--- src/rtl/fractal_sync_cu_arbiter.sv ---
// Round-robin arbiter sharing one fractal_sync_1d request port among N_REQ local requesters.
// Tracks each requester's outstanding barrier and routes node wake/error responses back to it.
module fractal_sync_cu_arbiter #(
    parameter int unsigned N_REQ  = 4,
    parameter int unsigned AGGR_W = 6,
    parameter int unsigned ID_W   = 5
) (
    input  logic                    clk_i,
    input  logic                    rst_ni,
    input  logic [N_REQ-1:0]        req_valid_i,
    input  logic [N_REQ*AGGR_W-1:0] req_aggr_i,
    input  logic [N_REQ*ID_W-1:0]   req_id_i,
    output logic [N_REQ-1:0]        req_ready_o,
    output logic [N_REQ-1:0]        wake_o,
    output logic [N_REQ-1:0]        error_o,
    output logic [N_REQ-1:0]        pending_o,
    output logic                    fsync_valid_o,
    output logic [AGGR_W-1:0]       fsync_aggr_o,
    output logic [ID_W-1:0]         fsync_id_o,
    input  logic                    fsync_ready_i,
    input  logic                    fsync_wake_i,
    input  logic                    fsync_error_i,
    input  logic [AGGR_W-1:0]       fsync_rsp_aggr_i,
    input  logic [ID_W-1:0]         fsync_rsp_id_i,
    output logic                    unmatched_o
);
    localparam int unsigned PtrW = $clog2(N_REQ);

    typedef enum logic [1:0] {StIdle, StIssue, StWait} state_e;

    state_e            state_q [N_REQ];
    logic [AGGR_W-1:0] aggr_q  [N_REQ];
    logic [ID_W-1:0]   id_q    [N_REQ];
    logic [PtrW-1:0]   rr_ptr_q;
    logic [PtrW-1:0]   owner_q;
    logic              fsync_valid_q;
    logic [AGGR_W-1:0] fsync_aggr_q;
    logic [ID_W-1:0]   fsync_id_q;
    logic [N_REQ-1:0]  wake_q, error_q;
    logic              unmatched_q;

    logic              issue_free, handshake, rsp_vld;
    logic              grant_vld;
    logic [PtrW-1:0]   grant_idx, cand;
    logic [N_REQ-1:0]  eligible, match;
    logic [AGGR_W-1:0] sel_aggr;
    logic [ID_W-1:0]   sel_id;

    assign handshake  = fsync_valid_q & fsync_ready_i;
    assign issue_free = ~fsync_valid_q | fsync_ready_i;
    assign rsp_vld    = fsync_wake_i | fsync_error_i;

    always_comb begin
        for (int i = 0; i < N_REQ; i++) begin
            eligible[i]  = (state_q[i] == StIdle) & req_valid_i[i];
            match[i]     = (state_q[i] == StWait) & rsp_vld & (aggr_q[i] == fsync_rsp_aggr_i) &
                           (id_q[i] == fsync_rsp_id_i);
            pending_o[i] = (state_q[i] != StIdle);
        end
    end

    // First eligible requester at or after rr_ptr, scanning cyclically.
    always_comb begin
        grant_vld = 1'b0;
        grant_idx = '0;
        cand      = '0;
        for (int k = 0; k < N_REQ; k++) begin
            cand = PtrW'((int'(rr_ptr_q) + k) % N_REQ);
            if (!grant_vld && issue_free && rst_ni && eligible[cand]) begin
                grant_vld = 1'b1;
                grant_idx = cand;
            end
        end
        req_ready_o = '0;
        if (grant_vld) req_ready_o[grant_idx] = 1'b1;
    end

    always_comb begin
        sel_aggr = '0;
        sel_id   = '0;
        for (int i = 0; i < N_REQ; i++) begin
            if (req_ready_o[i]) begin
                sel_aggr = req_aggr_i[i*AGGR_W +: AGGR_W];
                sel_id   = req_id_i[i*ID_W +: ID_W];
            end
        end
    end

    always_ff @(posedge clk_i) begin
        if (!rst_ni) begin
            for (int i = 0; i < N_REQ; i++) begin
                state_q[i] <= StIdle;
                aggr_q[i]  <= '0;
                id_q[i]    <= '0;
            end
            rr_ptr_q      <= '0;
            owner_q       <= '0;
            fsync_valid_q <= 1'b0;
            fsync_aggr_q  <= '0;
            fsync_id_q    <= '0;
            wake_q        <= '0;
            error_q       <= '0;
            unmatched_q   <= 1'b0;
        end else begin
            for (int i = 0; i < N_REQ; i++) begin
                unique case (state_q[i])
                    StIdle: if (req_ready_o[i]) begin
                        state_q[i] <= StIssue;
                        aggr_q[i]  <= req_aggr_i[i*AGGR_W +: AGGR_W];
                        id_q[i]    <= req_id_i[i*ID_W +: ID_W];
                    end
                    StIssue: if (handshake && owner_q == PtrW'(i)) state_q[i] <= StWait;
                    StWait:  if (match[i]) state_q[i] <= StIdle;
                    default: state_q[i] <= StIdle;
                endcase
            end
            if (issue_free) begin
                fsync_valid_q <= grant_vld;
                if (grant_vld) begin
                    fsync_aggr_q <= sel_aggr;
                    fsync_id_q   <= sel_id;
                    owner_q      <= grant_idx;
                    rr_ptr_q     <= (int'(grant_idx) == N_REQ - 1) ? '0 : grant_idx + 1'b1;
                end
            end
            // Error wins when both response strobes are raised.
            wake_q      <= match & {N_REQ{fsync_wake_i & ~fsync_error_i}};
            error_q     <= match & {N_REQ{fsync_error_i}};
            unmatched_q <= rsp_vld & ~|match;
        end
    end

    assign fsync_valid_o = fsync_valid_q;
    assign fsync_aggr_o  = fsync_aggr_q;
    assign fsync_id_o    = fsync_id_q;
    assign wake_o        = wake_q;
    assign error_o       = error_q;
    assign unmatched_o   = unmatched_q;

endmodule

--- config.mk ---
export PLATFORM = sky130hd
export DESIGN_NAME = fractal_sync_cu_arbiter
export DESIGN_NICKNAME = d
export VERILOG_FILES = /design/src/rtl/fractal_sync_cu_arbiter.sv
export SDC_FILE = /design/constraint.sdc
export NUM_CORES = 1
export LEC_CHECK = 0
export CORE_MARGIN = 5
export CORE_UTILIZATION = 45
export CTS_CLUSTER_SIZE = 28
export DETAILED_ROUTE_END_ITERATION = 10
export PLACE_DENSITY = 0.73
export SETUP_SLACK_MARGIN = 0.05
export SYNTH_ARGS = -nofsm -noshare
export SYNTH_HDL_FRONTEND = slang
export SYNTH_SLANG_ARGS = --single-unit
--- constraint.sdc ---
create_clock -name clk_i -period 2.8 [get_ports clk_i]
set_input_delay 0.56 -clock clk_i [delete_from_list [all_inputs] [get_ports clk_i]]
set_output_delay 0.56 -clock clk_i [all_outputs]
set_load 0.01 [all_outputs]
==> reports/metrics.cfg, run 1 <==
[critical_path]
end_kind=output port
criticalPathCategory=reg -> out
cp-start-kind=flop
rr_endpoint=aggr_q[3][0]
reg2reg_slack_ns=-0.03
cp.required_ns=2.24
cp.arrival_ns=2.37
timing.critical_path.from=state_q[0][1]
path_max_fanout=3
r2r_cells=11
r2r-start=state_q[2][0]
worstSetupEndpoint=req_ready_o[2]
max_stage_delay_ns=0.45
crit_chain=or3b_4 -> buf_6 -> o221ai_2 -> o21ai_1 -> o211ai_1 -> buf_4 -> buf_4 -> ha_4 -> and2_4 -> buf_6
slowest_stage=or3b_4

[status]
violations=setup timing
status=complete, but fails checks

[synthesis]
synth_seq_cells=77
synthCells=360
yosys_warnings=0
synth-edff-count=52
syn-num-nets=428
synth_area_um2=4050
synth_cell_types=52
synthArstFlopShare_pct=0
synth_ff_type=edfxtp_1
syn_avg_cell_area_um2=11.3
synth-seq-area-share_pct=50.9

[timing]
fin_ws_ns=-0.130
clock_skew_ns=0.00957
fmax_mhz=341
max_slew.worst_pin.slew_ns=0.458
relSlewSlack_pct=69.2
rsz0062_at_grt=yes
fin_crit_ns=2.93
setup_violations=31
hold_viol=0
timing.final.max_slew_violations=0
final.period_utilization_pct=105

[global_route]
globalRouteTotalUtil_pct=21.9
grt_max_degree=24
antenna_found_initial=0
grt_pass1_vias=3641
grt_pass1_wl_mm=19.1
grt-ovfl-total=0

[clock_network]
cts_tree=done
htree_levels=3
cts_hold_buffers=0
cts_buffers=9
clockBufferDepth=2
cts.clk_slew.worst_paths_ns=0.09
cts.sinks=77
clock_latency_ns=0.36
root_buffer=clkbuf_8

[layout]
final_layout_size_suffix_gt1_share_pct=26.3
diodes=0
synthToLayoutAreaGrowth_pct=52.4
final_nets=584

[routing]
drt-initial-drc-count=178
vias=3529
drcViolationCount=0
drt_wl_total_mm=12.3
via_per_inst=5.61
wl_per_cell_um=19.6
first_pass_iters=6
antenna_left=0

[place]
dp_worst_setup_slack_ns=-0.999
place_congestion=0.873
io_buffers=92
dpl.hpwl_mm=9.04

[floorplanning]
die-area_um2=11000
start_util_pct=46.2
pin_count=93
die_w_um=105
dieHeight_um=105
row_count=34
core-area_um2=8760

[min_path]
hold_path_class=reg -> reg

[power]
ir_drop_mv=0.236
power.total_mw=2.92
power-per-cell-area_nw_per_um2=473
leakage_nw=2.46

[flow_run]
cap_violations=0

per-stage QoR:
step	cell area [um^2]	utilization (%)	std cells	TNS [ns]	hold slack, ns
5_1_grt	6170	70.4	629	-7.92	0.527
3_3_place_gp	5500	62.7	602	-65.67	0.487
2_1_floorplan	4060	-	360	0	0.492
4_1_cts	5930	67.7	625	-0.324	0.513
6_report	6170	70.4	629	-0.927	0.509
3_5_place_dp	5500	62.7	602	-71.18	0.488
sequential cells by signal (all words and copies together) (netlist names):
name           flops
state_q            8
id_q              20
wake_o             4
aggr_q            24
rr_ptr_q           2
fsync_id_o         5
fsync_valid_o      1
owner_q            2
fsync_aggr_o       6
error_o            4
unmatched_o        1
worst max-delay path: cells and delay by family, from the launching register on:
kind	cells	cell delay, ns
compound gates	3	0.36
fa+ha+maj	1	0.14
buf+inv	4	0.51
flops	1	0.41
simple gates	2	0.59
Yosys cell counts (7+ instances only):
| cell | number | share of area, % |
|---|---|---|
| dfxtp_1 | 25 | 12 |
| edfxtp_1 | 52 | 39 |
| clkbuf_1 | 7 | 0.65 |
| o311ai_1 | 11 | 2.4 |
| and2_1 | 48 | 7.4 |
| nor4_1 | 11 | 1.7 |
| a221oi_1 | 11 | 2.4 |
| nor2b_1 | 13 | 2.0 |
| a21oi_1 | 7 | 0.86 |
| buf_2 | 7 | 0.86 |
| nor2_1 | 20 | 1.9 |
| xor2_1 | 44 | 9.5 |
| nand2_1 | 18 | 1.7 |
| o211a_1 | 12 | 3.0 |
cell usage in the layout (no fill, tap or decap), types with 4 or more instances in the layout:
| cell type | n |
|---|---|
| o311ai_1 | 7 |
| dlygate4sd2_1 | 4 |
| clkdlybuf4s50_1 | 84 |
| clkbuf_8 | 9 |
| nor2_1 | 20 |
| inv_1 | 4 |
| nand4_1 | 5 |
| buf_6 | 15 |
| xor2_1 | 44 |
| nor4b_1 | 6 |
| nor2b_1 | 12 |
| and2_1 | 44 |
| a21oi_1 | 4 |
| or3b_4 | 4 |
| and2_4 | 4 |
| nand2_1 | 18 |
| o211a_1 | 12 |
| buf_4 | 55 |
| clkinvlp_4 | 4 |
| dfxtp_1 | 25 |
| nor4_1 | 10 |
| edfxtp_1 | 52 |
| a221oi_4 | 5 |
report_power, final:
part,switching [mW],total (mW),internal (mW),leakage (nW)
Sequential,0.0446,1.33,1.29,0.745
Combinational,0.366,0.796,0.430,1.64
Clock,0.458,0.789,0.331,0.0789
Total,0.868,2.92,2.05,2.46
worst min path at each step:
stage                        startpoint             to  cells after the start
after floorplan              owner_q[0]     owner_q[0]                      2
after global placement    fsync_id_o[1]  fsync_id_o[1]                      1
after CTS                 fsync_id_o[0]  fsync_id_o[0]                      1
after detailed placement  fsync_id_o[0]  fsync_id_o[0]                      1
after global routing      fsync_id_o[1]  fsync_id_o[1]                      1
final                     fsync_id_o[1]  fsync_id_o[1]                      1
layer usage:
layer  up-vias  track usage (%)  part of all wire (%)
li1       1644                -                     -
met4         0             7.40                   1.7
met2       139             36.1                    49
met3        16             3.82                   7.1
met5         -                0                     0
met1      1730             29.1                    42
final cells by class:
type | count | area, um^2
Clock buffer | 9 | 124
Clock inverter | 7 | 56.3
Fill cell | 610 | 2590
Inverter | 4 | 15.0
Multi-Input combinational cell | 261 | 2230
Sequential cell | 77 | 2060
Tap cell | 108 | 135
Timing Repair Buffer | 163 | 1550
kinds of logic (layout without fill, tap and decap cells):
logic type / count (synthesis) / after routing / share of synthesized area (%)
simple gates: 151 / 151 / 22.7
flops: 77 / 77 / 50.9
compound gates: 60 / 60 / 12.3
xor+xnor: 44 / 44 / 9.51
buf+inv: 22 / 183 / 2.84
fa+ha+maj: 4 / 4 / 1.24
mux: 2 / 2 / 0.494
timing repair:
action | in CTS | in global routing
buffers inserted | 6 | 7
hold endpoints to repair | 0 | 0
cloned | 1 | 0
endpoints found under the setup margin | 114 | 84
pin swaps | 15 | 17
resized for setup | 65 | 31
No activity file was read; power rests on OpenSTA's default activity.
==> run 2, diff against run 1 <==
Settings changed: TNS_END_PERCENT set to 10.
==> reports/metrics.cfg, run 2 (synthesis gave the netlist of run 1 again) <==
[critical_path]
critPathTopFamily=simple AND/OR/NAND/NOR gates  ; unchanged
criticalPathCategory=reg -> out  ; unchanged
rr_endpoint=fsync_aggr_o[0]  ; was aggr_q[3][0]
end_kind=output port  ; unchanged
max_stage_delay_ns=0.46  ; was 0.45 ns
path_max_fanout=4  ; was 3
crit_buf_inv=3  ; was 4
r2r_cells=13  ; was 11
cp.arrival_ns=2.42  ; was 2.37 ns
slowest_stage=edfxtp_1  ; was or3b_4
reg2reg_slack_ns=-0.09  ; was -0.03 ns
cp.required_ns=2.24  ; about the same
cp-start-kind=flop  ; unchanged
r2r-start=state_q[2][0]  ; unchanged
crit_top_cell=buf_6
crit_chain=nor3b_4 -> buf_6 -> buf_4 -> nand3_1 -> a21oi_2 -> a21o_1 -> ha_2 -> and2_4 -> buf_6  ; was or3b_4 -> buf_6 -> o221ai_2 -> o21ai_1 -> o211ai_1 -> buf_4 -> buf_4 -> ha_4 -> and2_4 -> buf_6

[power]
ir_drop_mv=0.294  ; was 0.236 mV
power.total_mw=2.92  ; about the same
leakage_nw=2.40  ; was 2.46 nW
power-per-cell-area_nw_per_um2=493  ; was 473 nW/um^2

[floorplanning]
pin_count=93  ; unchanged
die_w_um=105  ; unchanged
core-area_um2=8760  ; unchanged
die-area_um2=11000  ; unchanged
row_count=34  ; unchanged
dieHeight_um=105  ; unchanged
start_util_pct=46.2  ; unchanged

[global_route]
grt_pass1_vias=3510  ; was 3641
gr-usage-met3_pct=4.13  ; was 3.82%
grt_pass1_wl_mm=18.0  ; was 19.1 mm
grt_max_degree=24  ; unchanged
grt-ovfl-total=0  ; unchanged
use_met2_pct=34.4  ; was 36.1%
met1_usage_pct=26.5  ; was 29.1%
globalRouteTotalUtil_pct=20.7  ; was 21.9%
gr-max-usage-layer=met2  ; unchanged
antenna_found_initial=0  ; unchanged

[timing]
clock_skew_ns=0.00625  ; was 0.00957 ns
setup_violations=26  ; was 31
relSlewSlack_pct=63.8  ; was 69.2%
fin_ws_ns=-0.180  ; was -0.130 ns
timing.final.max_slew_violations=0  ; unchanged
max_slew.worst_pin.slew_ns=0.538  ; was 0.458 ns
hold_viol=0  ; unchanged
rsz0062_at_grt=yes  ; unchanged
final.period_utilization_pct=106  ; was 105%
fin_crit_ns=2.98  ; was 2.93 ns
fmax_mhz=336  ; was 341 MHz
fin_tns_setup_ns=-2.23  ; was -0.927 ns

[layout]
reg_top3=aggr_q (24), id_q (20), state_q (8)  ; unchanged
final_nets=574  ; was 584
final_layout_size_suffix_gt1_share_pct=24.1  ; was 26.3%
largest_reg_flops=24  ; unchanged
layout_common_cells=clkdlybuf4s50_1, buf_4, edfxtp_1  ; unchanged
synthToLayoutAreaGrowth_pct=46.6  ; was 52.4%
regMostFlops=aggr_q  ; unchanged
diodes=0  ; unchanged
layout_commonest_cell=clkdlybuf4s50_1  ; unchanged

[routing]
drt-initial-drc-count=214  ; was 178
wl_per_cell_um=18.8  ; was 19.6 um
antenna_left=0  ; unchanged
first_pass_iters=5  ; was 6
via_per_inst=5.59  ; was 5.61
drt_wl_total_mm=11.6  ; was 12.3 mm
vias=3460  ; was 3529
drcViolationCount=0  ; unchanged

[place]
place_congestion=0.830  ; was 0.873
dpl.hpwl_mm=8.75  ; was 9.04 mm
io_buffers=92  ; unchanged

[status]
status=complete, but fails checks  ; unchanged
violations=setup timing  ; unchanged

[clock_network]
cts_buffers=9  ; unchanged
clockBufferDepth=2  ; unchanged
clock_latency_ns=0.35  ; was 0.36 ns
root_buffer=clkbuf_8  ; unchanged
htree_levels=3  ; unchanged
cts_tree=done  ; unchanged
cts.sinks=77  ; unchanged
cts_hold_buffers=0  ; unchanged
cts.clk_slew.worst_paths_ns=0.08  ; was 0.09 ns

[min_path]
min_path_cells=1  ; unchanged
hold_end=fsync_aggr_o[1]  ; was fsync_id_o[1]
hold_path_class=reg -> reg  ; unchanged
hold_path.startpoint=fsync_aggr_o[1]  ; was fsync_id_o[1]

[flow_run]
cap_violations=0  ; unchanged

==> run 2: routing by layer <==
metal	wire length (um)	part of all wire [%]
met5	0	0
met1	4940	42
met2	5740	49
met3	697	6.0
met4	267	2.3
==> run 2: worst reg2reg max path, stage by stage, from the launching register on <==
cell      delay, ns
edfxtp_1       0.46
or3b_4         0.46
o22ai_1        0.20
o21ai_1        0.10
o211ai_1       0.20
inv_1          0.14
ha_2           0.21
buf_6          0.15
nor2b_4        0.13
buf_12         0.13
a221oi_1       0.07
buf_4          0.15
o311ai_2       0.24
o211a_1        0.19
==> run 2: final cells by class <==
type / count / area (um^2)
flip-flops and latches: 77 / 2060
clock inverters: 5 / 57.6
fillers: 644 / 2830
multi-input cells: 261 / 2080
clock buffers: 11 / 153
well taps: 108 / 135
repair buffers: 153 / 1430
inverters: 4 / 15.0
==> run 2: how the worst max path moves through the flow <==
stage | start | to | slack, ns | cells past startpoint
2_1_floorplan | req_valid_i[0] | req_ready_o[1] | 0.001 | 8
3_3_place_gp | req_valid_i[0] | req_ready_o[1] | -0.75 | 9
5_1_grt | state_q[2][0] | req_ready_o[1] | -0.29 | 8
3_5_place_dp | req_valid_i[0] | req_ready_o[1] | -0.79 | 9
4_1_cts | state_q[2][1] | req_ready_o[1] | -0.06 | 8
6_report | state_q[2][1] | req_ready_o[3] | -0.18 | 9
==> run 2: what timing repair did <==
item / 4_1_cts / 5_1_grt
endpoints found under the setup margin: 101 / 100
gates resized for setup: 53 / 19
pin swaps: 12 / 5
setup buffers: 7 / 3
==> run 2: metrics by stage <==
step	hold WS, ns	cell area, um^2	setup WS, ns	instances	utilization (%)
after floorplan	0.492	4050	0.00103	360	-
after global placement	0.486	5420	-0.754	593	61.8
after detailed placement	0.490	5420	-0.794	593	61.8
after CTS	0.509	5810	-0.0622	616	66.3
after global routing	0.532	5940	-0.286	619	67.7
final	0.503	5940	-0.180	619	67.7
==> run 2: where the power goes <==
part           internal (mW)  switching [mW]  leakage (nW)
Sequential              1.29          0.0508         0.745
Combinational          0.385           0.319          1.55
Clock                  0.467           0.415         0.105
Total                   2.14           0.784          2.40
